==> config.mk <==
export PLATFORM = sky130hd
export DESIGN_NAME = wb_stage
export DESIGN_NICKNAME = d
export VERILOG_FILES = /design/src/rtl/core_pkg.sv /design/src/rtl/wb_stage_load_align.sv /design/src/rtl/wb_stage.sv
export SDC_FILE = /design/constraint.sdc
export NUM_CORES = 1
export LEC_CHECK = 0
export CORE_UTILIZATION = 45
export DETAILED_ROUTE_END_ITERATION = 8
export PLACE_DENSITY = 0.78
export SLEW_MARGIN = 20
export SYNTH_ARGS = -nofsm -noshare
export SYNTH_HDL_FRONTEND = slang
export SYNTH_HIERARCHICAL = 1
export SYNTH_SLANG_ARGS = --single-unit
==> constraint.sdc <==
create_clock -name clk -period 4.2 [get_ports clk]
set_input_delay 1.26 -clock clk [delete_from_list [all_inputs] [get_ports clk]]
set_output_delay 1.26 -clock clk [all_outputs]
set_load 0.02 [all_outputs]
==> src/rtl/core_pkg.sv <==
// Shared definitions for the RV32I multicycle core: widths, writeback select
// codes, load funct3 encodings and the writeback-stage state type.
package core_pkg;

  localparam int XLEN           = 32;
  localparam int REG_ADDR_WIDTH = 5;

  typedef enum logic [1:0] {
    WB_ALU  = 2'b00,
    WB_LOAD = 2'b01,
    WB_PC4  = 2'b10
  } wb_sel_e;

  localparam logic [2:0] F3_LB  = 3'b000;
  localparam logic [2:0] F3_LH  = 3'b001;
  localparam logic [2:0] F3_LW  = 3'b010;
  localparam logic [2:0] F3_LBU = 3'b100;
  localparam logic [2:0] F3_LHU = 3'b101;

  typedef enum logic [1:0] {
    IDLE,
    MEM_REQ,
    MEM_WAIT,
    WRITE
  } wb_state_t;

  function automatic logic is_legal_load(input logic [2:0] f3);
    return (f3 == F3_LB) || (f3 == F3_LH) || (f3 == F3_LW) ||
           (f3 == F3_LBU) || (f3 == F3_LHU);
  endfunction

endpackage

==> src/rtl/wb_stage_load_align.sv <==
// load_align: picks the addressed byte/halfword out of a memory word and
// sign/zero-extends it; also flags misaligned offsets and unknown funct3.
module load_align
  import core_pkg::*;
(
  input  logic [2:0]      funct3_i,
  input  logic [1:0]      offset_i,
  input  logic [XLEN-1:0] word_i,
  output logic [XLEN-1:0] result_o,
  output logic            misalign_o,
  output logic            illegal_o
);

  logic [7:0]  byteSel;
  logic [15:0] halfSel;

  assign byteSel   = word_i[{offset_i, 3'b000} +: 8];
  assign halfSel   = word_i[{offset_i[1], 4'b0000} +: 16];
  assign illegal_o = !is_legal_load(funct3_i);

  always_comb begin
    result_o   = word_i;
    misalign_o = 1'b0;
    case (funct3_i)
      F3_LB:  result_o = {{(XLEN-8){byteSel[7]}}, byteSel};
      F3_LBU: result_o = {{(XLEN-8){1'b0}}, byteSel};
      F3_LH: begin
        result_o   = {{(XLEN-16){halfSel[15]}}, halfSel};
        misalign_o = offset_i[0];
      end
      F3_LHU: begin
        result_o   = {{(XLEN-16){1'b0}}, halfSel};
        misalign_o = offset_i[0];
      end
      F3_LW:   misalign_o = |offset_i;
      default: ;
    endcase
  end

endmodule

==> src/rtl/wb_stage.sv <==
// wb_stage: writeback stage of the RV32I multicycle core, driving the regfile
// write port. Optional retire counter enabled by defining WB_RETIRE_CNT_EN.
module wb_stage
  import core_pkg::*;
#(
  parameter int XLEN           = core_pkg::XLEN,
  parameter int REG_ADDR_WIDTH = core_pkg::REG_ADDR_WIDTH,
  parameter int TIMEOUT_CYCLES = 255
) (
  input  logic                      clk,
  input  logic                      rst,
  input  logic                      in_valid,
  output logic                      in_ready,
  input  logic [REG_ADDR_WIDTH-1:0] in_rd_addr,
  input  logic                      in_rd_we,
  input  logic [1:0]                in_wb_sel,
  input  logic [2:0]                in_funct3,
  input  logic [XLEN-1:0]           in_alu_result,
  input  logic [XLEN-1:0]           in_pc_plus4,
  output logic                      dmem_req_valid,
  input  logic                      dmem_req_ready,
  output logic [XLEN-1:0]           dmem_addr,
  input  logic                      dmem_rsp_valid,
  input  logic [XLEN-1:0]           dmem_rsp_data,
  output logic [REG_ADDR_WIDTH-1:0] rd_addr,
  output logic [XLEN-1:0]           rd_data,
  output logic                      write_en,
  output logic                      done,
  output logic                      load_fault
`ifdef WB_RETIRE_CNT_EN
  ,
  output logic [63:0]               retire_count
`endif
);

  localparam logic [15:0] TMO_LAST = 16'(TIMEOUT_CYCLES - 1);

  wb_state_t                 state_q;
  logic                      in_ready_q, dmem_req_valid_q, write_en_q, done_q, load_fault_q;
  logic [XLEN-1:0]           dmem_addr_q, rd_data_q;
  logic [REG_ADDR_WIDTH-1:0] rd_addr_q, rdAddrCap_q;
  logic                      rdWe_q;
  logic [2:0]                funct3_q;
  logic [1:0]                off_q;
  logic [15:0]               tmoCnt_q;

  logic [2:0]      alF3;
  logic [1:0]      alOff;
  logic [XLEN-1:0] alResult;
  logic            alMisalign, alIllegal;
  logic            isLoad, acceptToMem, tmoHit;

  // Alignment checks use the live inputs at accept and the captured fields while waiting.
  assign alF3        = (state_q == IDLE) ? in_funct3 : funct3_q;
  assign alOff       = (state_q == IDLE) ? in_alu_result[1:0] : off_q;
  assign isLoad      = (in_wb_sel == WB_LOAD);
  assign acceptToMem = isLoad && !alMisalign && !alIllegal;
  assign tmoHit      = (tmoCnt_q >= TMO_LAST);

  load_align u_align (
    .funct3_i   (alF3),
    .offset_i   (alOff),
    .word_i     (dmem_rsp_data),
    .result_o   (alResult),
    .misalign_o (alMisalign),
    .illegal_o  (alIllegal)
  );

  always_ff @(posedge clk) begin
    if (rst) begin
      state_q          <= IDLE;
      in_ready_q       <= 1'b1;
      dmem_req_valid_q <= 1'b0;
      dmem_addr_q      <= '0;
      rd_addr_q        <= '0;
      rd_data_q        <= '0;
      write_en_q       <= 1'b0;
      done_q           <= 1'b0;
      load_fault_q     <= 1'b0;
      rdAddrCap_q      <= '0;
      rdWe_q           <= 1'b0;
      funct3_q         <= '0;
      off_q            <= '0;
      tmoCnt_q         <= '0;
    end else begin
      write_en_q   <= 1'b0;
      done_q       <= 1'b0;
      load_fault_q <= 1'b0;
      case (state_q)
        IDLE: if (in_valid) begin
          rdAddrCap_q <= in_rd_addr;
          rdWe_q      <= in_rd_we;
          funct3_q    <= in_funct3;
          off_q       <= in_alu_result[1:0];
          in_ready_q  <= 1'b0;
          if (acceptToMem) begin
            state_q          <= MEM_REQ;
            dmem_req_valid_q <= 1'b1;
            dmem_addr_q      <= {in_alu_result[XLEN-1:2], 2'b00};
            tmoCnt_q         <= '0;
          end else begin
            state_q      <= WRITE;
            done_q       <= 1'b1;
            load_fault_q <= isLoad;
            write_en_q   <= in_rd_we && (|in_rd_addr) && !isLoad;
            rd_addr_q    <= in_rd_addr;
            rd_data_q    <= (in_wb_sel == WB_PC4) ? in_pc_plus4 : in_alu_result;
          end
        end
        // The timeout wins over a late handshake so the budget is never exceeded.
        MEM_REQ: begin
          tmoCnt_q <= tmoCnt_q + 16'd1;
          if (tmoHit) begin
            state_q          <= WRITE;
            dmem_req_valid_q <= 1'b0;
            done_q           <= 1'b1;
            load_fault_q     <= 1'b1;
            rd_addr_q        <= rdAddrCap_q;
          end else if (dmem_req_ready) begin
            state_q          <= MEM_WAIT;
            dmem_req_valid_q <= 1'b0;
          end
        end
        MEM_WAIT: begin
          tmoCnt_q <= tmoCnt_q + 16'd1;
          if (dmem_rsp_valid) begin
            state_q    <= WRITE;
            done_q     <= 1'b1;
            write_en_q <= rdWe_q && (|rdAddrCap_q);
            rd_addr_q  <= rdAddrCap_q;
            rd_data_q  <= alResult;
          end else if (tmoHit) begin
            state_q      <= WRITE;
            done_q       <= 1'b1;
            load_fault_q <= 1'b1;
            rd_addr_q    <= rdAddrCap_q;
          end
        end
        WRITE: begin
          state_q    <= IDLE;
          in_ready_q <= 1'b1;
        end
        default: state_q <= IDLE;
      endcase
    end
  end

  assign in_ready       = in_ready_q;
  assign dmem_req_valid = dmem_req_valid_q;
  assign dmem_addr      = dmem_addr_q;
  assign rd_addr        = rd_addr_q;
  assign rd_data        = rd_data_q;
  assign write_en       = write_en_q;
  assign done           = done_q;
  assign load_fault     = load_fault_q;

`ifdef WB_RETIRE_CNT_EN
  logic [63:0] retireCnt_q;

  always_ff @(posedge clk) begin
    if (rst) retireCnt_q <= '0;
    else if (done_q && !load_fault_q) retireCnt_q <= retireCnt_q + 64'd1;
  end

  assign retire_count = retireCnt_q;
`endif

endmodule

After elaboration in Yosys (flattened, before gate mapping). Cells that the tools add are included.

Bits in registers: 101. Bits of input ports: 112. Output and inout port bits: 74. Word-level logic and storage cells: 108.

Add/sub/neg operators: 1. Order comparisons: 1. Equal/unequal tests: 15. Shift operators: 2. Muxes and demuxes: 44. Reductions and logical operators: 31.

Operators by type and width (number): $mux 32 (4); $pmux 32 s4 (1); $pmux 32 s2 (1); $mux 16 (2); $pmux 16 s2 (1); $shiftx 32x6->16 (1); $shiftx 32x6->8 (1); $mux 5 (4); $add 16x1->16 const B (1); $ge 16x8->1 const B (1); $mux 1 (15); $pmux 5 s3 (1); $mux 2 (7); $reduce_and 3->1 (4); $reduce_or 5->1 (2); $ne 2x2->1 const B (4); $pmux 1 s2 (4); $pmux 2 s4 (1); $reduce_and 4->1 (2); $reduce_bool 2->1 (4); $eq 2x2->1 const B (3); $eq 3x3->1 const B (2); $ne 3x3->1 const B (2); $pmux 1 s3 (2); other kinds (12) (24).

Longest topological paths before layout. Gate-level depths: netlist of run 1.

Word-level depth: 11. Depth in mapped cells: 15. Gate-level depth less buffers: 10.

By module. The synthesis of run 1 kept the hierarchy.

By module, submodules not included: wb_stage (instances 1, cells each 616, area each 5139.9 um^2, sequential area each 2021.9 um^2); load_align (instances 1, cells each 131, area each 865.8 um^2, sequential area each 0.0 um^2).

Worst setup path before layout of run 1. OpenSTA, ideal clock, no wires.

Path kind: input-to-reg. Start point: input port in_funct3[1]. End point: register tmoCnt_q[8]. Setup time: 0.066 ns. Arrival time: 3.389 ns. Data required time: 4.134 ns. Setup slack: 0.745 ns. Stages: 10. Path buffers: 3. Cell sequence: mux2_2 clkbuf_1 clkbuf_1 o211ai_1 o21ai_0 nor4b_4 a21boi_2 buf_6 or4_4 a21oi_2.

Longest elaborated chain between the ends: 9. Elaborated cells on any way between the ends: 17. Classes of those cells: eq/ne (5); mux (2); reduce/logical (10).

Ends and longest elaborated chain: start, declared (line wb_stage.sv:17) `input logic [2:0] in_funct3,`; $mux 3 (*) (line wb_stage.sv:54) `assign alF3 = (state_q == IDLE) ? in_funct3 : funct3_q;`; $eq 3x3->1 / $eq 3x1->1 (equally long branches) (line wb_stage_load_align.sv:24) `case (funct3_i)`; $reduce_or 2->1 (no source line); $pmux 1 s2 (*) (line wb_stage_load_align.sv:24); named net alMisalign (line wb_stage.sv:50) `logic alMisalign, alIllegal;`; $logic_not 1->1 (*) (line wb_stage.sv:57) `assign acceptToMem = isLoad && !alMisalign && !alIllegal;`; $logic_and 1x1->1 (*) (2 in series) (line wb_stage.sv:57); $ne 2x2->1 (no source line) (*); $reduce_and 3->1 (no source line) (*); end signal, assigned (line wb_stage.sv:112) `tmoCnt_q <= tmoCnt_q + 16'd1;`; end signal, assigned (line wb_stage.sv:125) `tmoCnt_q <= tmoCnt_q + 16'd1;`; end, declared (line wb_stage.sv:45) `logic [15:0] tmoCnt_q;`.

The timed path passes the listed nets; every way through them passes the cells marked *. A chain may end at the register's enable or synchronous reset.

Worst setup path after layout of run 1.
Start point: input port in_alu_result[1]. End point: register rd_data_q[25] (netlist: rd_data[25]).

Elaborated cells on any way between the ends: 13. Classes of those cells: eq/ne (1); shift (2); mux (5); reduce/logical (5).

RTL lines: start, declared (line wb_stage.sv:18) `input logic [XLEN-1:0] in_alu_result,`; $mux 2 (*) (line wb_stage.sv:55) `assign alOff = (state_q == IDLE) ? in_alu_result[1:0] : off_q;`; named net alOff[1] (line wb_stage.sv:48) `logic [1:0] alOff;`; $shiftx 32x6->16 / $shiftx 32x6->8 (equally long branches) (line wb_stage_load_align.sv:18, wb_stage_load_align.sv:17); $pmux 32 s4 (*) (line wb_stage_load_align.sv:24); named net alResult[25] (line wb_stage.sv:49) `logic [XLEN-1:0] alResult;`; $mux 32 (*) (line wb_stage.sv:126) `if (dmem_rsp_valid) begin`; $pmux 32 s2 (*) (line wb_stage.sv:89) `case (state_q)`; end signal, assigned (line wb_stage.sv:107) `rd_data_q <= (in_wb_sel == WB_PC4) ? in_pc_plus4 : in_alu_result;`; end signal, assigned (line wb_stage.sv:131) `rd_data_q <= alResult;`; end, declared (line wb_stage.sv:40) `logic [XLEN-1:0] dmem_addr_q, rd_data_q;`.

The timed path passes the listed nets; every way through them passes the cells marked *. The select of a mux whose other input is x is not followed.

==> impl_metrics.py, run 1 <==
metrics = {
    "cells_and_area": {
        "fin_cells": 1077,
        "final_cell_area_um2": 8320,
        "area_growth_pct": 38.5,
        "multi_input_area_um2": 3660,
        "nNetsFinal": 1017,
        "seqCellArea_um2": 2020,
        "fillers": 1113,
        "drive_gt1_frac": 0.113,
    },
    "pwr": {
        "max-vdd-ir-drop_mv": 0.379,
        "pwr-share-clk": 0.180,
        "combPwrFrac": 0.559,
        "p_per_area_nw_per_um2": 610,
        "p_int_mw": 2.92,
        "power.switching_mw": 2.15,
        "p_sw_frac": 0.425,
        "p_leak_nw": 2.86,
        "pwr-share-seq": 0.260,
    },
    "cts": {
        "clock_sinks": 101,
        "cts-root-buf": "clkbuf_16",
        "cts.path.max_buffers": 2,
        "cts_buffers": 9,
        "htree_levels": 3,
        "insertion_delay_ps": 350,
        "cts_setup_buffers": 0,
        "clk_pin_slew_ps": 70,
        "cts_resized": 0,
        "cts_hold_buf": 0,
        "cts_tree": "yes",
    },
    "sta": {
        "fin_crit_ps": 3550,
        "rsz0062_at_grt": "no",
        "finalHoldViolCount": 0,
        "tightest_slew_ps": 974,
        "fin_skew_ps": 7.28,
        "slew_headroom": 0.347,
        "drv_slew": 0,
        "finalCritPeriodShare": 0.845,
        "setup_viol": 0,
        "setup-tns-final_ps": 0,
        "fmax_ghz": 0.282,
    },
    "floorplanning": {
        "pin_count": 186,
        "die_area_um2": 13800,
        "die_y_um": 118,
        "core-area_um2": 12800,
        "rows": 41,
        "start_util": 0.468,
        "die_x_um": 118,
    },
    "worst_setup_path": {
        "arrival_ps": 3840,
        "crit_fanout": 16,
        "endpoint_kind": "register",
        "crit_type": "input pin to register",
        "start_kind": "input pin",
        "crit_required_ps": 4490,
        "max_stage_delay_ps": 730,
        "crit_family": "compound AO/OA/AOI/OAI gates",
        "path_cells": "clkdlybuf4s50_1 -> mux2_2 -> buf_4 -> mux2i_1 -> a2111o_1 -> o31ai_1 -> nand2b_1 -> o2111ai_1 -> a21oi_1",
        "cpMaxStageDelayCell": "a2111o_1",
        "critPathBufInv": 2,
    },
    "synth": {
        "syn_area_per_cell_um2": 8.04,
        "syn_inst": 747,
        "synth_top_area_cell": "dfxtp_1",
        "yosysWarnings": 6,
        "synth_cell_types": 62,
        "synth-edff-count": 0,
        "postSynth.asyncResetShare": 0,
        "synthesis.area_um2": 6010,
        "seq_area_frac_synth": 0.337,
        "synth_top_area_share": 0.337,
        "netlist_top_cells_area": "dfxtp_1 34%, nand2_1 8.4%, a21oi_1 7.8%",
        "synth_ff_type": "dfxtp_1",
        "ys_ff_latch": 101,
    },
    "drt": {
        "drt_wl_total_um": 19300,
        "drt_iter0_markers": 602,
        "viasPerCell": 5.90,
        "drc": 0,
        "drtPass1Iterations": 7,
        "drtAntennaViolNets": 0,
        "dr_total_vias": 6351,
        "wl_per_cell_um": 17.9,
    },
    "run_status": {
        "status": "complete, no violations",
    },
    "global_route": {
        "grt_first_pass_wirelength_um": 30400,
        "grt_usage": 0.275,
        "overflow": 0,
        "antenna_found_initial": 1,
        "first_global_vias": 5824,
        "grt_max_degree": 67,
    },
    "placed_design": {
        "place_inst": 1060,
        "place_area_um2": 7990,
        "portBuffers": 183,
        "place_congestion": 0.964,
        "dp_hpwl_um": 14000,
    },
    "run": {
        "max_cap_violations": 0,
    },
    "min_path": {
        "hp-class": "register to register",
    },
}
[cells in the mapped netlist (all sizes together) (5+ instances only)]
master,n
o21ai,48
or4,11
mux2i,11
nor2,16
o2111ai,35
nand2,134
o221ai,11
buf,19
inv,16
a22oi,7
o211ai,5
or3,7
nor4,5
o31ai,28
a21oi,94
nand2b,42
nand3,7
mux2,44
clkbuf,44
dfxtp,101
ha,6
nor2b,6
[per-layer routing]
metal | global-route usage | wire, µm | vias to the layer above
met5 | 0 | 0 | -
met3 | 0.0543 | 1380 | 28
li1 | - | - | 3040
met4 | 0.108 | 482 | 0
met2 | 0.426 | 8840 | 287
met1 | 0.374 | 8630 | 2996
[state kept, by name (all words and copies together), names as in the netlist, 2 cells and up]
| register | flops |
|---|---|
| rd_data | 32 |
| dmem_addr | 30 |
| tmoCnt_q | 16 |
| rdAddrCap_q | 5 |
| rd_addr | 5 |
| funct3_q | 3 |
| off_q | 2 |
| state_q | 2 |
[power by group through the flow]
stage	logic (mW)	registers [mW]	clock network, mW
after floorplan	1.63	1.54	0
after global placement	2.76	1.33	0
after detailed placement	2.79	1.34	0
after CTS	2.81	1.32	0.926
after global routing	3.04	1.35	0.964
final	2.84	1.32	0.914
[worst paths after layout]
check                        start             to  slack, ps  cells past startpoint
setup / recovery  in_alu_result[1]    rd_data[25]        650                      9
hold / removal       dmem_addr[23]  dmem_addr[23]        460                      2
setup reg to reg        state_q[0]    rd_data[25]        830                     10
hold reg to reg      dmem_addr[23]  dmem_addr[23]        460                      2
[cell families after synthesis]
kind of cell,Yosys count,share of synthesized area
other,1,0.000624
DFF,101,0.337
and+or+nand+nor,247,0.204
buffers and inverters,81,0.0579
muxes,56,0.105
adders and majority gates,6,0.0125
AOI/OAI and AO/OA,255,0.284
[cell type report]
class	count	area share
inverter	18	0.00813
sequential	101	0.243
clock inverter	7	0.0117
clock buffer	9	0.0271
timing repair buffer	203	0.244
tap	172	0.0259
antenna	1	0.000301
multi-input combinational	566	0.440
[tightest hold or removal path: stages, from the launching register on]
cell,delay (ps)
dfxtp_1,310
nand2_1,50
a21oi_1,50
[per-stage QoR]
step / hold slack [ps] / worst slack (ps) / utilization / total power, mW
3_5_place_dp: 446 / 299 / 0.623 / 4.13
4_1_cts: 455 / 679 / 0.648 / 5.05
3_3_place_gp: 441 / 380 / 0.623 / 4.09
2_1_floorplan: 434 / 745 / - / 3.17
5_1_grt: 467 / 468 / 0.648 / 5.35
6_report: 455 / 650 / 0.648 / 5.07
[layout by cell type (no fill, tap or decap), drive strengths merged, types with 3 or more instances in the layout]
master and count:
a21boi 4, a21o 4, a21oi 94, a22oi 7, a32o 3, and2 3
buf 21, clkbuf 9, clkdlybuf4s50 182, clkinv 4, dfxtp 101, ha 6
inv 18, mux2 44, mux2i 11, nand2 134, nand2b 42, nand3 7
nand4 3, nor2 16, nor2b 6, nor4 5, nor4b 3, o2111ai 35
o211ai 5, o21ai 48, o221ai 11, o31ai 28, or2 4, or3 7
or4 11
Power figures use the tool's default switching activity.
==> inputs of run 2 (changes only) <==
CORE_UTILIZATION = 43   (was 45)
clock period = 3.2 ns   (was 4.2 ns; I/O delays follow)
==> run 2 against run 1 <==
Compared with the run above:
- final cell count is 2.3% higher
- worst hold slack worse by 0.96 ps
- clock power is 20% higher
- core utilization is 1.8 points lower
- final area is 2.0% higher
- clock skew is 2.0 ps higher
- wire length is 0.33% lower
- sequential share of layout area is 0.48 points lower
- flip-flop and latch count stayed put
- critical path depth stayed put
- via count is 0.31% higher
==> impl_metrics.py, run 2 (synthesis results as in run 1) <==
metrics = {
    "run_status": {
        "status": "complete, no violations",
    },
    "cells_and_area": {
        "drive_gt1_frac": 0.133,
        "multi_input_area_um2": 3660,
        "layout_common_cells": "182 x clkdlybuf4s50_1, 134 x nand2_1, 101 x dfxtp_1",
        "final_common_cell": "clkdlybuf4s50_1",
        "fillers": 1205,
        "seqCellArea_um2": 2020,
        "nNetsFinal": 1038,
        "area_growth_pct": 41.3,
        "post-route-util": 0.631,
        "largest_reg_flops": 32,
    },
    "worst_setup_path": {
        "critPathBufInv": 2,
        "crit_type": "input pin to register",
        "crit_family": "compound AO/OA/AOI/OAI gates",
        "arrival_ps": 3370,
        "path_cells": "clkdlybuf4s50_1 -> mux2_2 -> o211ai_1 -> o21ai_1 -> or4b_4 -> a21boi_2 -> buf_12 -> o21ai_0 -> a21oi_1",
        "max_stage_delay_ps": 590,
        "endpoint_kind": "register",
        "start_kind": "input pin",
        "cpMaxStageDelayCell": "or4b_4",
        "crit_fanout": 32,
        "crit_required_ps": 3490,
    },
    "sta": {
        "rsz0062_at_grt": "no",
        "drv_slew": 0,
        "fin_hold_ws_ps": 454,
        "finalCritPeriodShare": 0.960,
        "fmax_ghz": 0.326,
        "tightest_slew_ps": 689,
        "setup_viol": 0,
        "finalHoldViolCount": 0,
        "slew_headroom": 0.536,
        "fin_crit_ps": 3070,
        "fin_skew_ps": 9.31,
    },
    "floorplanning": {
        "die_area_um2": 14400,
        "die_y_um": 120,
        "core-area_um2": 13500,
        "die_x_um": 120,
        "start_util": 0.446,
        "pin_count": 186,
        "rows": 42,
    },
    "pwr": {
        "p_int_mw": 3.85,
        "combPwrFrac": 0.582,
        "p_per_area_nw_per_um2": 795,
        "pwr-share-clk": 0.162,
        "max-vdd-ir-drop_mv": 0.522,
        "power.switching_mw": 2.90,
        "p_leak_nw": 2.95,
        "pwr-share-seq": 0.256,
        "p_sw_frac": 0.429,
    },
    "drt": {
        "wl_per_cell_um": 17.5,
        "drt_wl_total_um": 19300,
        "drc": 0,
        "dr_total_vias": 6371,
        "viasPerCell": 5.78,
        "drt_iter0_markers": 540,
        "drtAntennaViolNets": 0,
        "drtPass1Iterations": 5,
    },
    "cts": {
        "clock_sinks": 101,
        "htree_levels": 3,
        "cts_buffers": 9,
        "insertion_delay_ps": 360,
        "clk_pin_slew_ps": 80,
        "cts-root-buf": "clkbuf_16",
        "cts_tree": "yes",
        "cts.path.max_buffers": 2,
    },
    "placed_design": {
        "dp_hpwl_um": 14100,
        "portBuffers": 183,
        "place_congestion": 0.900,
    },
    "global_route": {
        "grt_first_pass_wirelength_um": 30300,
        "grt_max_degree": 65,
        "antenna_found_initial": 1,
        "first_global_vias": 5894,
        "overflow": 0,
        "grt_usage": 0.266,
    },
    "min_path": {
        "hp-class": "register to register",
    },
    "run": {
        "max_cap_violations": 0,
    },
}
[run 2: changes by cell type in the layout (fill, tap and decap cells not counted)]
cell and change:
clkinv_8 +1, inv_6 +2, clkinv_2 -1, o21ai_1 +1, buf_4 +18, bufinv_16 -2, o21ai_0 -1, buf_12 +3
[run 2: what timing repair did]
item                       4_1_cts  5_1_grt
gates resized for setup          0        1
buffers inserted                 0        0
hold buffers                     0        0
setup endpoints to repair        0       18
[run 2: cell type report]
class / count / share of cell area
Clock inverter: 7 / 0.00782
Tap cell: 176 / 0.0260
Sequential cell: 101 / 0.238
Multi-Input combinational cell: 566 / 0.431
Antenna cell: 1 / 0.000295
Inverter: 18 / 0.00796
Clock buffer: 9 / 0.0265
Timing Repair Buffer: 224 / 0.262
[run 2: power by group through the flow]
stage	Combinational, mW	Clock (mW)	Sequential (mW)
2_1_floorplan	2.14	0	2.03
3_3_place_gp	3.83	0	1.75
3_5_place_dp	3.88	0	1.75
4_1_cts	3.89	1.11	1.73
5_1_grt	4.23	1.16	1.76
6_report	3.93	1.10	1.73
[run 2: per-layer routing]
layer | wire length [µm] | GRT usage
met1 | 8630 | 0.364
met4 | 674 | 0.130
met5 | 0 | 0
met3 | 1430 | 0.0462
met2 | 8540 | 0.402
[run 2: worst reg2reg max path, cell delays in order (launching register included)]
cell and delay, ps:
dfxtp_1 370, inv_1 130, ha_1 330, mux2_2 420, o211ai_1 180, o21ai_1 150, or4b_4 590, a21boi_2 200
buf_12 200, o21ai_0 140, a21oi_1 180
[run 2: path summary, 6_finish.rpt]
path	start	to	slack, ps	cells after the start
max reg2reg	state_q[0]	rd_data[17]	240	10
min	dmem_addr[10]	dmem_addr[10]	450	2
min reg2reg	dmem_addr[10]	dmem_addr[10]	450	2
max	in_alu_result[1]	rd_data[17]	130	9
[run 2: through the flow]
step / setup slack (ps) / TNS [ps] / power, mW / cell area [µm²] / cells
floorplan: 25.5 / 0 / 4.16 / 6010 / 748
global placement: -194 / -11440 / 5.58 / 8190 / 1085
detailed placement: -273 / -15570 / 5.63 / 8190 / 1085
CTS: 82.7 / 0 / 6.73 / 8480 / 1101
global route: 12.9 / 0 / 7.15 / 8480 / 1102
finish: 128 / 0 / 6.75 / 8480 / 1102
==> inputs of run 3 (changes only) <==
--- a/config.mk
+++ b/config.mk
@@ -8,4 +8,5 @@
 export CORE_UTILIZATION = 43
 export DETAILED_ROUTE_END_ITERATION = 8
+export GPL_TIMING_DRIVEN = 0
 export PLACE_DENSITY = 0.78
 export SLEW_MARGIN = 20
==> constraint.sdc (replaced) <==
create_clock -name clk -period 3.2 [get_ports clk]
set_input_delay 0.96 -clock clk [delete_from_list [all_inputs] [get_ports clk]]
set_output_delay 0.96 -clock clk [all_outputs]
set_load 0.005 [all_outputs]
==> run 3 against run 2 <==
Compared with the run above:
- first-iteration DRC count rose by 21%
- core utilization is 1.5 points higher
- wire length increased by 6.4%
- largest cell class unchanged
==> impl_metrics.py, run 3 (synthesis results as in run 1) <==
metrics = {
    "run_status": {
        "status": "complete, no violations",
    },
    "drt": {
        "m1WireLength_um": 8900,
        "drt_wl_total_um": 20500,
        "top_layer": "met4",
        "drtAntennaViolNets": 0,
        "drt_iter0_markers": 653,
        "viasPerCell": 5.86,
        "drc": 0,
        "dr_total_vias": 6665,
        "route.met2.wl_um": 9540,
        "drtPass1Iterations": 5,
        "wl_met3_um": 1570,
        "wl_per_cell_um": 18.0,
    },
    "min_path": {
        "whs_endpoint": "dmem_addr[10]",
        "hold_depth": 2,
        "hp-class": "register to register",
        "min_from": "dmem_addr[10]",
    },
    "cells_and_area": {
        "drive_gt1_frac": 0.138,
        "area_growth_pct": 44.5,
        "multi_input_area_um2": 3720,
        "final_common_cell": "clkdlybuf4s50_1",
        "fin_cells": 1137,
        "fillers": 1158,
        "final_cell_area_um2": 8680,
        "antennaDiodeCount": 0,
        "layout_common_cells": "180 x clkdlybuf4s50_1, 133 x nand2_1, 99 x dfxtp_1",
        "largest_reg_flops": 32,
        "seqCellArea_um2": 2030,
        "nNetsFinal": 1074,
        "post-route-util": 0.645,
    },
    "cts": {
        "cts_hold_buf": 0,
        "cts_tree": "yes",
        "cts_buffers": 9,
        "htree_levels": 3,
        "cts-root-buf": "clkbuf_16",
        "cts.path.max_buffers": 2,
        "insertion_delay_ps": 360,
        "clock_sinks": 101,
        "clk_pin_slew_ps": 70,
    },
    "global_route": {
        "grt_usage": 0.272,
        "overflow": 0,
        "grt_max_degree": 18,
        "first_global_vias": 6025,
        "antenna_found_initial": 0,
        "grt_first_pass_wirelength_um": 30900,
    },
    "worst_setup_path": {
        "crit_start": "in_funct3[0]",
        "crit_family": "buffers and inverters",
        "crit_type": "input pin to register",
        "reg2reg_from": "state_q[0]",
        "crit_cells": 12,
        "arrival_ps": 3420,
        "rrSetupSlack_ps": 80,
        "cpMaxStageDelayCell": "or4b_4",
        "r2r_end": "rd_data[14]",
        "worstRegToRegCells": 14,
        "crit_required_ps": 3480,
        "max_stage_delay_ps": 630,
        "critPathBufInv": 4,
        "endpoint_kind": "register",
        "crit_fanout": 10,
        "path_cells": "clkdlybuf4s50_1 -> mux2_4 -> buf_6 -> nor2_1 -> o211ai_1 -> o21ai_2 -> or4b_4 -> a21boi_4 -> buf_12 -> clkbuf_16 -> o21ai_0 -> a21oi_1",
        "start_kind": "input pin",
    },
    "sta": {
        "setup-tns-final_ps": 0,
        "fin_ws_ps": 55.5,
        "slew_headroom": 0.492,
        "fin_hold_ws_ps": 455,
        "finalHoldViolCount": 0,
        "fmax_ghz": 0.318,
        "drv_slew": 0,
        "setup_viol": 0,
        "fin_crit_ps": 3140,
        "tightest_slew_ps": 751,
        "fin_skew_ps": 9.36,
        "finalCritPeriodShare": 0.983,
    },
    "placed_design": {
        "place_congestion": 0.921,
        "dp_slack_ps": -876,
        "place_inst": 1106,
        "place_area_um2": 8050,
        "portBuffers": 182,
        "dp_hpwl_um": 15300,
    },
    "floorplanning": {
        "die_y_um": 120,
        "start_util": 0.446,
        "core-area_um2": 13500,
        "pin_count": 186,
        "die_area_um2": 14400,
        "die_x_um": 120,
        "rows": 42,
    },
    "run": {
        "max_cap_violations": 0,
    },
    "pwr": {
        "max-vdd-ir-drop_mv": 0.446,
        "power.total_mw": 6.81,
        "p_per_area_nw_per_um2": 784,
        "p_leak_nw": 3.06,
    },
}
-- run 3: cell types whose count changed in the layout (fill, tap and decap cells not counted), sizes merged --
cell | before | now
inv | 20 | 19
a21boi | 4 | 5
clkbuf | 9 | 45
clkinvlp | 1 | 0
bufinv | 0 | 1
diode | 1 | 0
clkdlybuf4s50 | 182 | 180
dlygate4sd2 | 0 | 2
-- run 3: worst reg2reg max path, delay by kind of cell, from the launching register on --
kind            cells  cell delay [ps]
fa+ha+maj           1              200
flops               1              380
compound gates      5              760
mux                 1              320
simple gates        1              630
buf+inv             6              750
-- run 3: how the worst max path moves through the flow --
stage | end | slack [ps]
3_3_place_gp | tmoCnt_q[14] | -890
6_report | rd_data[14] | 60
5_1_grt | rd_data[24] | -20
2_1_floorplan | tmoCnt_q[8] | 30
3_5_place_dp | tmoCnt_q[14] | -880
4_1_cts | tmoCnt_q[8] | -60
-- run 3: power by group --
group / internal [mW] / switching, mW / total [mW]
Combinational: 1.88 / 2.05 / 3.93
Clock: 0.636 / 0.503 / 1.14
Sequential: 1.56 / 0.174 / 1.73
Total: 4.08 / 2.73 / 6.81
-- run 3: cell type report --
| type | count | share of cell area |
|---|---|---|
| repair buffers | 197 | 0.226 |
| clock buffers | 10 | 0.0275 |
| multi-input cells | 567 | 0.428 |
| clock inverters | 6 | 0.00793 |
| flip-flops and latches | 101 | 0.234 |
| plain buffers | 62 | 0.0435 |
| well taps | 176 | 0.0254 |
| inverters | 18 | 0.00778 |
-- run 3: what timing repair did --
item,4_1_cts,5_1_grt
setup buffers,2,12
setup endpoints to repair,86,84
pin swaps,5,9
cloned,1,1
gates resized for setup,35,37
-- run 3: per-layer routing --
layer,track usage,vias to the layer above
met3,0.0618,38
li1,-,3157
met4,0.0961,0
met2,0.432,342
met1,0.360,3128
met5,0,-
